<file path="src/rtl/seq_sched_pkg.sv">
// ------------------------------------------------------------------
// seq_sched_pkg: shared FSM states, phase lengths, default sizes
// Rev 1.0
// ------------------------------------------------------------------
`default_nettype none

package seq_sched_pkg;

  typedef enum logic [2:0] {
    IDLE   = 3'd0,
    CLEAR  = 3'd1,
    SHIFT  = 3'd2,
    DRAIN  = 3'd3,
    REPORT = 3'd4
  } state_t;

  localparam int CLEAR_CYCLES      = 1;
  localparam int DRAIN_CYCLES      = 1;
  localparam int REPORT_CYCLES     = 1;
  localparam int DEFAULT_N_REQ     = 4;
  localparam int DEFAULT_FRAME_LEN = 8;

endpackage

`default_nettype wire

</file>
<file path="src/rtl/seq_det_scheduler_rr_arbiter.sv">
// ------------------------------------------------------------------
// rr_arbiter: one-hot request arbiter, round-robin or fixed priority
// Rev 1.0  | option: SEQ_SCHED_FIXED_PRIO_EN selects lowest-index-wins
// ------------------------------------------------------------------
`default_nettype none

module rr_arbiter
  import seq_sched_pkg::*;
#(
  parameter int N_REQ = DEFAULT_N_REQ
) (
  input  logic             clk,
  input  logic             reset,
  input  logic [N_REQ-1:0] req,
  input  logic             grant_en,
  output logic [N_REQ-1:0] grant
);

  localparam int IDX_W = $clog2(N_REQ);

`ifdef SEQ_SCHED_FIXED_PRIO_EN
  // Descending scan so the lowest requesting index is the last writer.
  always_comb begin
    grant = '0;
    for (int i = N_REQ - 1; i >= 0; i--) begin
      if (grant_en && req[i]) begin
        grant    = '0;
        grant[i] = 1'b1;
      end
    end
  end
`else
  logic [IDX_W-1:0] ptr;
  logic [IDX_W-1:0] idx;
  logic [IDX_W-1:0] win;
  logic             found;

  // Scan starts at ptr, the index after the last winner.
  always_comb begin
    grant = '0;
    win   = '0;
    idx   = '0;
    found = 1'b0;
    for (int k = 0; k < N_REQ; k++) begin
      idx = IDX_W'((int'(ptr) + k) % N_REQ);
      if (!found && req[idx]) begin
        found = 1'b1;
        win   = idx;
      end
    end
    if (grant_en && found) begin
      grant[win] = 1'b1;
    end
  end

  always_ff @(posedge clk) begin
    if (!reset) begin
      ptr <= '0;
    end else if (grant_en && found) begin
      ptr <= (win == IDX_W'(N_REQ - 1)) ? '0 : win + 1'b1;
    end
  end
`endif

endmodule

`default_nettype wire

</file>
<file path="src/rtl/seq_det_scheduler.sv">
// ------------------------------------------------------------------
// seq_det_scheduler: serialises requester frames into a shared Moore detector
// Rev 1.0  | option: SEQ_SCHED_FIXED_PRIO_EN (fixed-priority arbitration)
// ------------------------------------------------------------------
`default_nettype none

module seq_det_scheduler
  import seq_sched_pkg::*;
#(
  parameter int N_REQ     = DEFAULT_N_REQ,
  parameter int FRAME_LEN = DEFAULT_FRAME_LEN
) (
  input  logic                           clk,
  input  logic                           reset,
  input  logic [N_REQ-1:0]               req,
  input  logic [N_REQ*FRAME_LEN-1:0]     frame_data,
  output logic [N_REQ-1:0]               grant,
  output logic                           busy,
  output logic                           det_rst,
  output logic                           det_x,
  input  logic                           det_z,
  output logic                           done,
  output logic [$clog2(N_REQ)-1:0]       done_id,
  output logic [$clog2(FRAME_LEN+1)-1:0] hit_count,
  output logic                           hit_any
);

  localparam int ID_W  = $clog2(N_REQ);
  localparam int CNT_W = $clog2(FRAME_LEN + 1);
  localparam int BIT_W = $clog2(FRAME_LEN);

  state_t               state;
  logic [FRAME_LEN-1:0] shreg;
  logic [BIT_W-1:0]     bit_cnt;
  logic [CNT_W-1:0]     acc;
  logic [CNT_W-1:0]     acc_next;
  logic [ID_W-1:0]      cur_id;
  logic [ID_W-1:0]      win_id;
  logic [FRAME_LEN-1:0] win_frame;
  logic                 grant_en;

  assign grant_en = reset && (state == IDLE);
  assign acc_next = (acc == CNT_W'(FRAME_LEN)) ? acc : acc + CNT_W'(det_z);

  rr_arbiter #(.N_REQ(N_REQ)) u_arb (
    .clk      (clk),
    .reset    (reset),
    .req      (req),
    .grant_en (grant_en),
    .grant    (grant)
  );

  always_comb begin
    win_id    = '0;
    win_frame = '0;
    for (int i = 0; i < N_REQ; i++) begin
      if (grant[i]) begin
        win_id    = ID_W'(i);
        win_frame = frame_data[i*FRAME_LEN +: FRAME_LEN];
      end
    end
  end

  always_ff @(posedge clk) begin
    if (!reset) begin
      state     <= IDLE;
      busy      <= 1'b0;
      det_rst   <= 1'b1;
      det_x     <= 1'b0;
      done      <= 1'b0;
      done_id   <= '0;
      hit_count <= '0;
      hit_any   <= 1'b0;
      shreg     <= '0;
      bit_cnt   <= '0;
      acc       <= '0;
      cur_id    <= '0;
    end else begin
      done    <= 1'b0;
      det_rst <= 1'b0;
      case (state)
        IDLE: begin
          if (|grant) begin
            shreg   <= win_frame;
            cur_id  <= win_id;
            det_rst <= 1'b1;
            busy    <= 1'b1;
            state   <= CLEAR;
          end
        end
        CLEAR: begin
          det_x   <= shreg[0];
          shreg   <= shreg >> 1;
          bit_cnt <= '0;
          acc     <= '0;
          state   <= SHIFT;
        end
        SHIFT: begin
          // det_z reflects the previous bit, so the first shift cycle has nothing to sample.
          if (bit_cnt != '0) begin
            acc <= acc_next;
          end
          if (bit_cnt == BIT_W'(FRAME_LEN - 1)) begin
            det_x <= 1'b0;
            state <= DRAIN;
          end else begin
            det_x   <= shreg[0];
            shreg   <= shreg >> 1;
            bit_cnt <= bit_cnt + 1'b1;
          end
        end
        DRAIN: begin
          hit_count <= acc_next;
          hit_any   <= (acc_next != '0);
          done      <= 1'b1;
          done_id   <= cur_id;
          state     <= REPORT;
        end
        REPORT: begin
          busy  <= 1'b0;
          state <= IDLE;
        end
        default: begin
          busy  <= 1'b0;
          state <= IDLE;
        end
      endcase
    end
  end

endmodule

`default_nettype wire

</file>
<file path="config.mk">
export PLATFORM = sky130hd
export DESIGN_NAME = seq_det_scheduler
export DESIGN_NICKNAME = d
export VERILOG_FILES = /design/src/rtl/seq_sched_pkg.sv /design/src/rtl/seq_det_scheduler_rr_arbiter.sv /design/src/rtl/seq_det_scheduler.sv
export SDC_FILE = /design/constraint.sdc
export NUM_CORES = 1
export LEC_CHECK = 0
export ABC_AREA = 1
export CELL_PAD_IN_SITES_DETAIL_PLACEMENT = 1
export CELL_PAD_IN_SITES_GLOBAL_PLACEMENT = 2
export CORE_MARGIN = 3
export CORE_UTILIZATION = 27
export CTS_BUF_LIST = sky130_fd_sc_hd__clkbuf_4
export CTS_CLUSTER_DIAMETER = 100
export DETAILED_ROUTE_END_ITERATION = 10
export PLACE_DENSITY_LB_ADDON = 0.05
export SLEW_MARGIN = 20
export SYNTH_ARGS = -nofsm -noshare
export SYNTH_HDL_FRONTEND = slang
export SYNTH_HIERARCHICAL = 1
export SYNTH_SLANG_ARGS = --single-unit
</file>
<file path="constraint.sdc">
create_clock -name clk -period 3.51 [get_ports clk]
set_clock_uncertainty 0.05 [all_clocks]
set_input_delay 0.5265 -clock clk [delete_from_list [all_inputs] [get_ports clk]]
set_output_delay 0.5265 -clock clk [all_outputs]
set_load 0.05 [all_outputs]
</file>
Word-level counts from Yosys, hierarchy flattened
Cells that the tools add are included.

operators by class
  eq/ne operators = 10
  reductions and logical operators = 22
  multiplexer cells = 45
  $lt $le $gt $ge = 6
  bitwise gates (word level) = 1
  add/sub/neg operators = 6

operator list
  operator                                                               count
  8-bit two-way mux                                                      6
  8-bit one-hot mux with 3 select lines                                  1
  2-bit by 3-bit < comparator with 1-bit output (second input constant)  5
  1-bit two-way mux                                                      15
  2-bit two-way mux                                                      7
  4-bit two-way mux                                                      3
  3-bit one-hot mux with 4 select lines                                  1
  2-bit AND reduction                                                    5
  3-bit two-way mux                                                      3
  1-bit binary-select mux with 2-bit select                              4
  4-bit one-hot mux with 2 select lines                                  1
  3-bit by 2-bit == test with 1-bit output (second input constant)       2
  1-bit logical AND                                                      6
  2-bit != test (second input constant)                                  3
  3-bit one-hot mux with 2 select lines                                  1
  3-bit nonzero test                                                     2
  2-bit by 1-bit adder with 2-bit output (second input constant)         2
  2-bit adder (second input constant)                                    2
  4-bit by 1-bit adder with 4-bit output                                 1
  4-bit == test (second input constant)                                  1
  1-bit one-hot mux with 2 select lines                                  2
  4-bit nonzero test                                                     1
  4-bit OR reduction                                                     1
  3-bit by 1-bit adder with 3-bit output (second input constant)         1
  other kinds (12)                                                       14

storage, ports and cells
  register bits = 33
  word-level logic and storage cells = 103
  bits of input ports = 39

Longest topological paths before layout
  word-level depth = 23
  gate-level depth with buffers = 24
  mapped depth without buffers = 21

Cells and area by module
The synthesis kept the hierarchy.

by module, submodules not included
  module             seq. area each (µm²)  times used  area an instance (µm²)  cells each
  seq_det_scheduler  620.6                 1           1760.4                  256
  rr_arbiter         40.0                  1           494.2                   85

Least setup slack after synthesis
No wires, ideal clock.

  path kind = input-to-reg
  start point = input req[3]
  end point = register shreg[0]
  data arrival time = 3103 ps
  setup slack = 289 ps
  path buffers = 2
  library setup time = 68 ps
  stages = 22
  cell sequence = inv_1 -> nand2_1 -> nand3_1 -> nand2_2 -> nor2_8 -> nand3_1 -> nand3_1 -> nand2_1 -> inv_1 -> ha_1 -> inv_1 -> nor2_1 -> buf_4 -> nor2_8 -> nand2_2 -> nor2_4 -> inv_2 -> nand2_4 -> buf_8 -> nor2_1 -> nand2_1 -> a21oi_2

on the way
  elaborated cells between the ends (all ways) = 38

RTL lines
  what                                                                                            RTL line                                          RTL
  from (decl)                                                                                     seq_det_scheduler.sv:15                           input logic [N_REQ-1:0] req,
  1-bit binary-select mux with 2-bit select                                                       seq_det_scheduler_rr_arbiter.sv:46                if (!found && req[idx]) begin
  1-bit two-way mux (not written as such)                                                         seq_det_scheduler_rr_arbiter.sv:46
  1-bit two-way mux                                                                               seq_det_scheduler_rr_arbiter.sv:46
  1-bit zero test                                                                                 seq_det_scheduler_rr_arbiter.sv:46
  1-bit logical AND                                                                               seq_det_scheduler_rr_arbiter.sv:46
  1-bit two-way mux                                                                               seq_det_scheduler_rr_arbiter.sv:46
  1-bit zero test                                                                                 seq_det_scheduler_rr_arbiter.sv:46
  1-bit logical AND                                                                               seq_det_scheduler_rr_arbiter.sv:46
  [5 not listed]                                                                                  --
  1-bit logical AND (not written as such)                                                         seq_det_scheduler_rr_arbiter.sv:52                grant[win] = 1'b1;
  1-bit two-way mux (not written as such)                                                         seq_det_scheduler_rr_arbiter.sv:52
  1-bit demux with 2-bit select                                                                   --
  4-bit two-way mux (*)                                                                           seq_det_scheduler_rr_arbiter.sv:51                if (grant_en && found) begin
  via grant[3]                                                                                    seq_det_scheduler.sv:17                           output logic [N_REQ-1:0] grant,
  4-bit OR reduction or 8-bit two-way mux (tied branches)                                         seq_det_scheduler.sv:83, seq_det_scheduler.sv:57
  2-bit by 1-bit != test with 1-bit output (no source line) or 8-bit two-way mux (tied branches)  --
  3-bit AND reduction (no source line) or 8-bit one-hot mux with 3 select lines (tied branches)   --
  to (signal assigned)                                                                            seq_det_scheduler.sv:84                           shreg <= win_frame;
  to (signal assigned)                                                                            seq_det_scheduler.sv:93                           shreg <= shreg >> 1;
  to (signal assigned)                                                                            seq_det_scheduler.sv:108                          shreg <= shreg >> 1;
  to (decl)                                                                                       seq_det_scheduler.sv:33                           logic [FRAME_LEN-1:0] shreg;

The timed path passes the listed nets; every way through them passes the cells marked *. The select of a mux whose other input is x is not followed.
A chain may end at the register's enable or synchronous reset.

Worst setup path in the final report
  start point = register u_arb.ptr[0]
  end point = output grant[3]

on the way
  cells in the longest elaborated chain, start to end = 17
  elaborated cells between the ends (all ways) = 32

ends and longest elaborated chain
  what                                                                                                    RTL line                            RTL
  from (decl)                                                                                             seq_det_scheduler_rr_arbiter.sv:33  logic [IDX_W-1:0] ptr;
  from (signal assigned)                                                                                  seq_det_scheduler_rr_arbiter.sv:60  ptr <= (win == IDX_W'(N_REQ - 1)) ? '0 : win + 1'b1;
  parallel branches: the longest is 16 deep, another holds 2-bit by 3-bit < comparator with 1-bit output  --
  4-bit two-way mux (*)                                                                                   seq_det_scheduler_rr_arbiter.sv:51
  to (decl)                                                                                               seq_det_scheduler.sv:17

Mark *: on every way between the ends. The select of a mux whose other input is x is not followed.

==> reports/metrics.cfg <==
[detailed_routing]
ant_nets=0
totalWireLength_mm=6.64
drc=0
dr.pass1.iters=4
vias=2277
post_drt_wl_per_cell_um=13.2
drt_iter0_drc=58
vias_per_cell=4.54

[worst_hold_path]
whs_endpoint=done_id[0]
hold_start=cur_id[0]
min_path_cells=2
hold_path_class=flip-flop to flip-flop

[clock_tree]
cts_setup_buffers=0
cts_htree_levels=2
cts.sinks=33
cts_hold_buffers=0
post_cts_resized=0
cts.path.max_buffers=2
clkSlewWorstSetupHoldPaths_ns=0.11
cts_made_buffers=5
clkLatencyLatePin_ns=0.33
clockRootBuffer=clkbuf_4
cts_tree=built

[place]
placement.cell_area_um2=2950
routabilityCongestion=0.743
port_buffers=53
dpl.hpwl_mm=5.31

[floorplanning]
fp.coreArea_um2=7930
rows=32
start_util_pct=28.4
fp.dieW_um=97.4
ioPinCount=54
fp.dieH_um=97.4
die_area_um2=9480

[logic_synthesis]
syn-mean-instance-area_um2=6.61
syn-cell-area_um2=2250
ys_seq_area_share_pct=29.3
async_reset_ff_share_pct=0
synth_nets=389
synth.area.top_cells=dfxtp_1 (29%), nand2_1 (16%), nor2_1 (8.0%)
yosysMostFrequentCell=nand2_1
dominantRegCellSynth=dfxtp_1
synth-seq-cells=33
synth-edff-count=0
syn_inst=341
yosys_warnings=6
synthTopCellsByCount=nand2_1 (98), nor2_1 (48), dfxtp_1 (33)
netlist.area_leader.share_pct=29.3
synth_largest_area_cell=dfxtp_1
synthDistinctLibCells=34

[critical_path]
path_class=flip-flop to output pin
r2r-end=shreg[0]
end_kind=output pin
rr_startpoint=u_arb/ptr[0]
cp_common_cell=nand3_1
cp_slowest_cell=dfxtp_1
crit_cells=13
reg2reg_setup_slack_ns=0.56
critical-path-top-delay-family=simple AND/OR/NAND/NOR gates
arrival_ns=2.61
startpoint_type=flip-flop
crit_chain=nand2_1 -> nand3_1 -> nand2_2 -> nor2_8 -> nand3_1 -> nand3_1 -> nand2_1 -> inv_1 -> ha_1 -> inv_1 -> nor2_1 -> buf_4 -> buf_12
worst-r2r-cell-count=19
critical_path_buf_inv_count=4
crit_fanout=10
critical_path_required_ns=2.93
max_stage_delay_ns=0.65

[timing]
final.setup.tns_ns=0
drv_slew=0
fin_crit_sh_pct=90.9
tightest_slew_ns=0.549
fmax_ghz=0.313
setup_viol=0
maxSlewHeadroom_pct=63.4
rsz0062_at_grt=no
final-hold-violation-count=0
period_minus_slack_ns=3.19

[power_and_ir_drop]
p_per_area_nw_per_um2=888
switchingPower_mw=1.35
p_sw_share_pct=49.8
vdd_drop_max_uv=267
power_frac_seq_pct=20.5
power.internal_mw=1.36
power_frac_clock_pct=13.1
comb_power_share_pct=66.4
p_leak_nw=1.36

[cells_and_area]
drive_above_1_share_pct=17.0
regArea_um2=661
antenna_cells=0
area_delta_synth_final_pct=35.3
multi_input_area_um2=1390
fillers=1015
fin_area_um2=3050
nets=447

[global_routing]
grt_pass1_wl_mm=11.5
track_usage_pct=14.5
overflow=0
grt_pass1_vias=2395
grt_max_degree=23
antenna_found_initial=0

[outcome]
outcome=complete, no violations

[run]
maxCapViolCount=0

## worst max path at each step
stage | startpoint | slack, ns | end
floorplan | req[3] | 0.29 | shreg[0]
global placement | req[3] | 0.28 | shreg[3]
detailed placement | req[3] | 0.19 | shreg[0]
CTS | u_arb/ptr[0] | 0.25 | grant[3]
global route | u_arb/ptr[0] | 0.02 | grant[1]
finish | u_arb/ptr[0] | 0.32 | grant[3]
## per-layer routing
layer	GRT usage [%]	vias up	wire (µm)
met2	26.0	30	3400
met5	0	-	0
met3	2.66	4	191
met4	1.92	0	28
met1	18.4	1049	3020
li1	-	1194	-
## worst min-delay path, stage by stage (launching register included)
cell and delay (ns):
dfxtp_1 0.32, inv_1 0.06, a21oi_1 0.05
## power groups by stage
stage | clock (mW) | combinational, mW | sequential (mW)
floorplan | 0 | 1.32 | 0.584
global placement | 0 | 1.82 | 0.563
detailed placement | 0 | 1.84 | 0.565
CTS | 0.368 | 1.85 | 0.558
global route | 0.391 | 2.05 | 0.573
finish | 0.355 | 1.80 | 0.556
## state kept, by name, summed over array words and instances, names as in the netlist, 2 cells and up
| name | cells |
|---|---|
| state | 3 |
| u_arb/ptr | 2 |
| done_id | 2 |
| hit_count | 4 |
| cur_id | 2 |
| shreg | 8 |
| bit_cnt | 3 |
| acc | 4 |
## area by class of cell
type / instances / share of cell area, %
well taps: 102 / 4.18
inverters: 32 / 4.18
flip-flops and latches: 33 / 21.7
clock buffers: 5 / 1.23
repair buffers: 61 / 21.1
clock inverters: 3 / 2.13
multi-input cells: 266 / 45.5
## placed cells by master, fill, tap and decap left out, types with 3 or more instances in the layout
master / Yosys / layout
a21boi_0: 7 / 7
a21oi_1: 16 / 16
a21oi_2: 8 / 8
buf_12: 0 / 5
buf_4: 1 / 7
clkbuf_4: 0 / 5
clkdlybuf4s50_1: 0 / 49
dfxtp_1: 33 / 33
ha_1: 9 / 9
inv_1: 23 / 23
inv_2: 6 / 6
nand2_1: 98 / 98
nand2_2: 20 / 20
nand2_4: 3 / 3
nand3_1: 28 / 28
nor2_1: 48 / 48
o21ai_0: 11 / 11
o21ai_2: 3 / 3
## per-stage QoR
stage	hold slack, ns	utilization (%)	instances	total power [mW]	setup WS (ns)
6_report	0.414	38.5	502	2.71	0.319
5_1_grt	0.445	38.5	502	3.01	0.0184
4_1_cts	0.418	38.5	502	2.78	0.252
3_5_place_dp	0.400	37.2	494	2.40	0.190
3_3_place_gp	0.403	37.2	494	2.38	0.275
2_1_floorplan	0.380	-	341	1.90	0.289
## cell families after synthesis
family	synth area share [%]
compound gates	13.2
fa+ha+maj	4.99
simple gates	43.0
flops	29.3
xor+xnor	0.389
buf+inv	9.10
(Power assumes the default switching activity.)
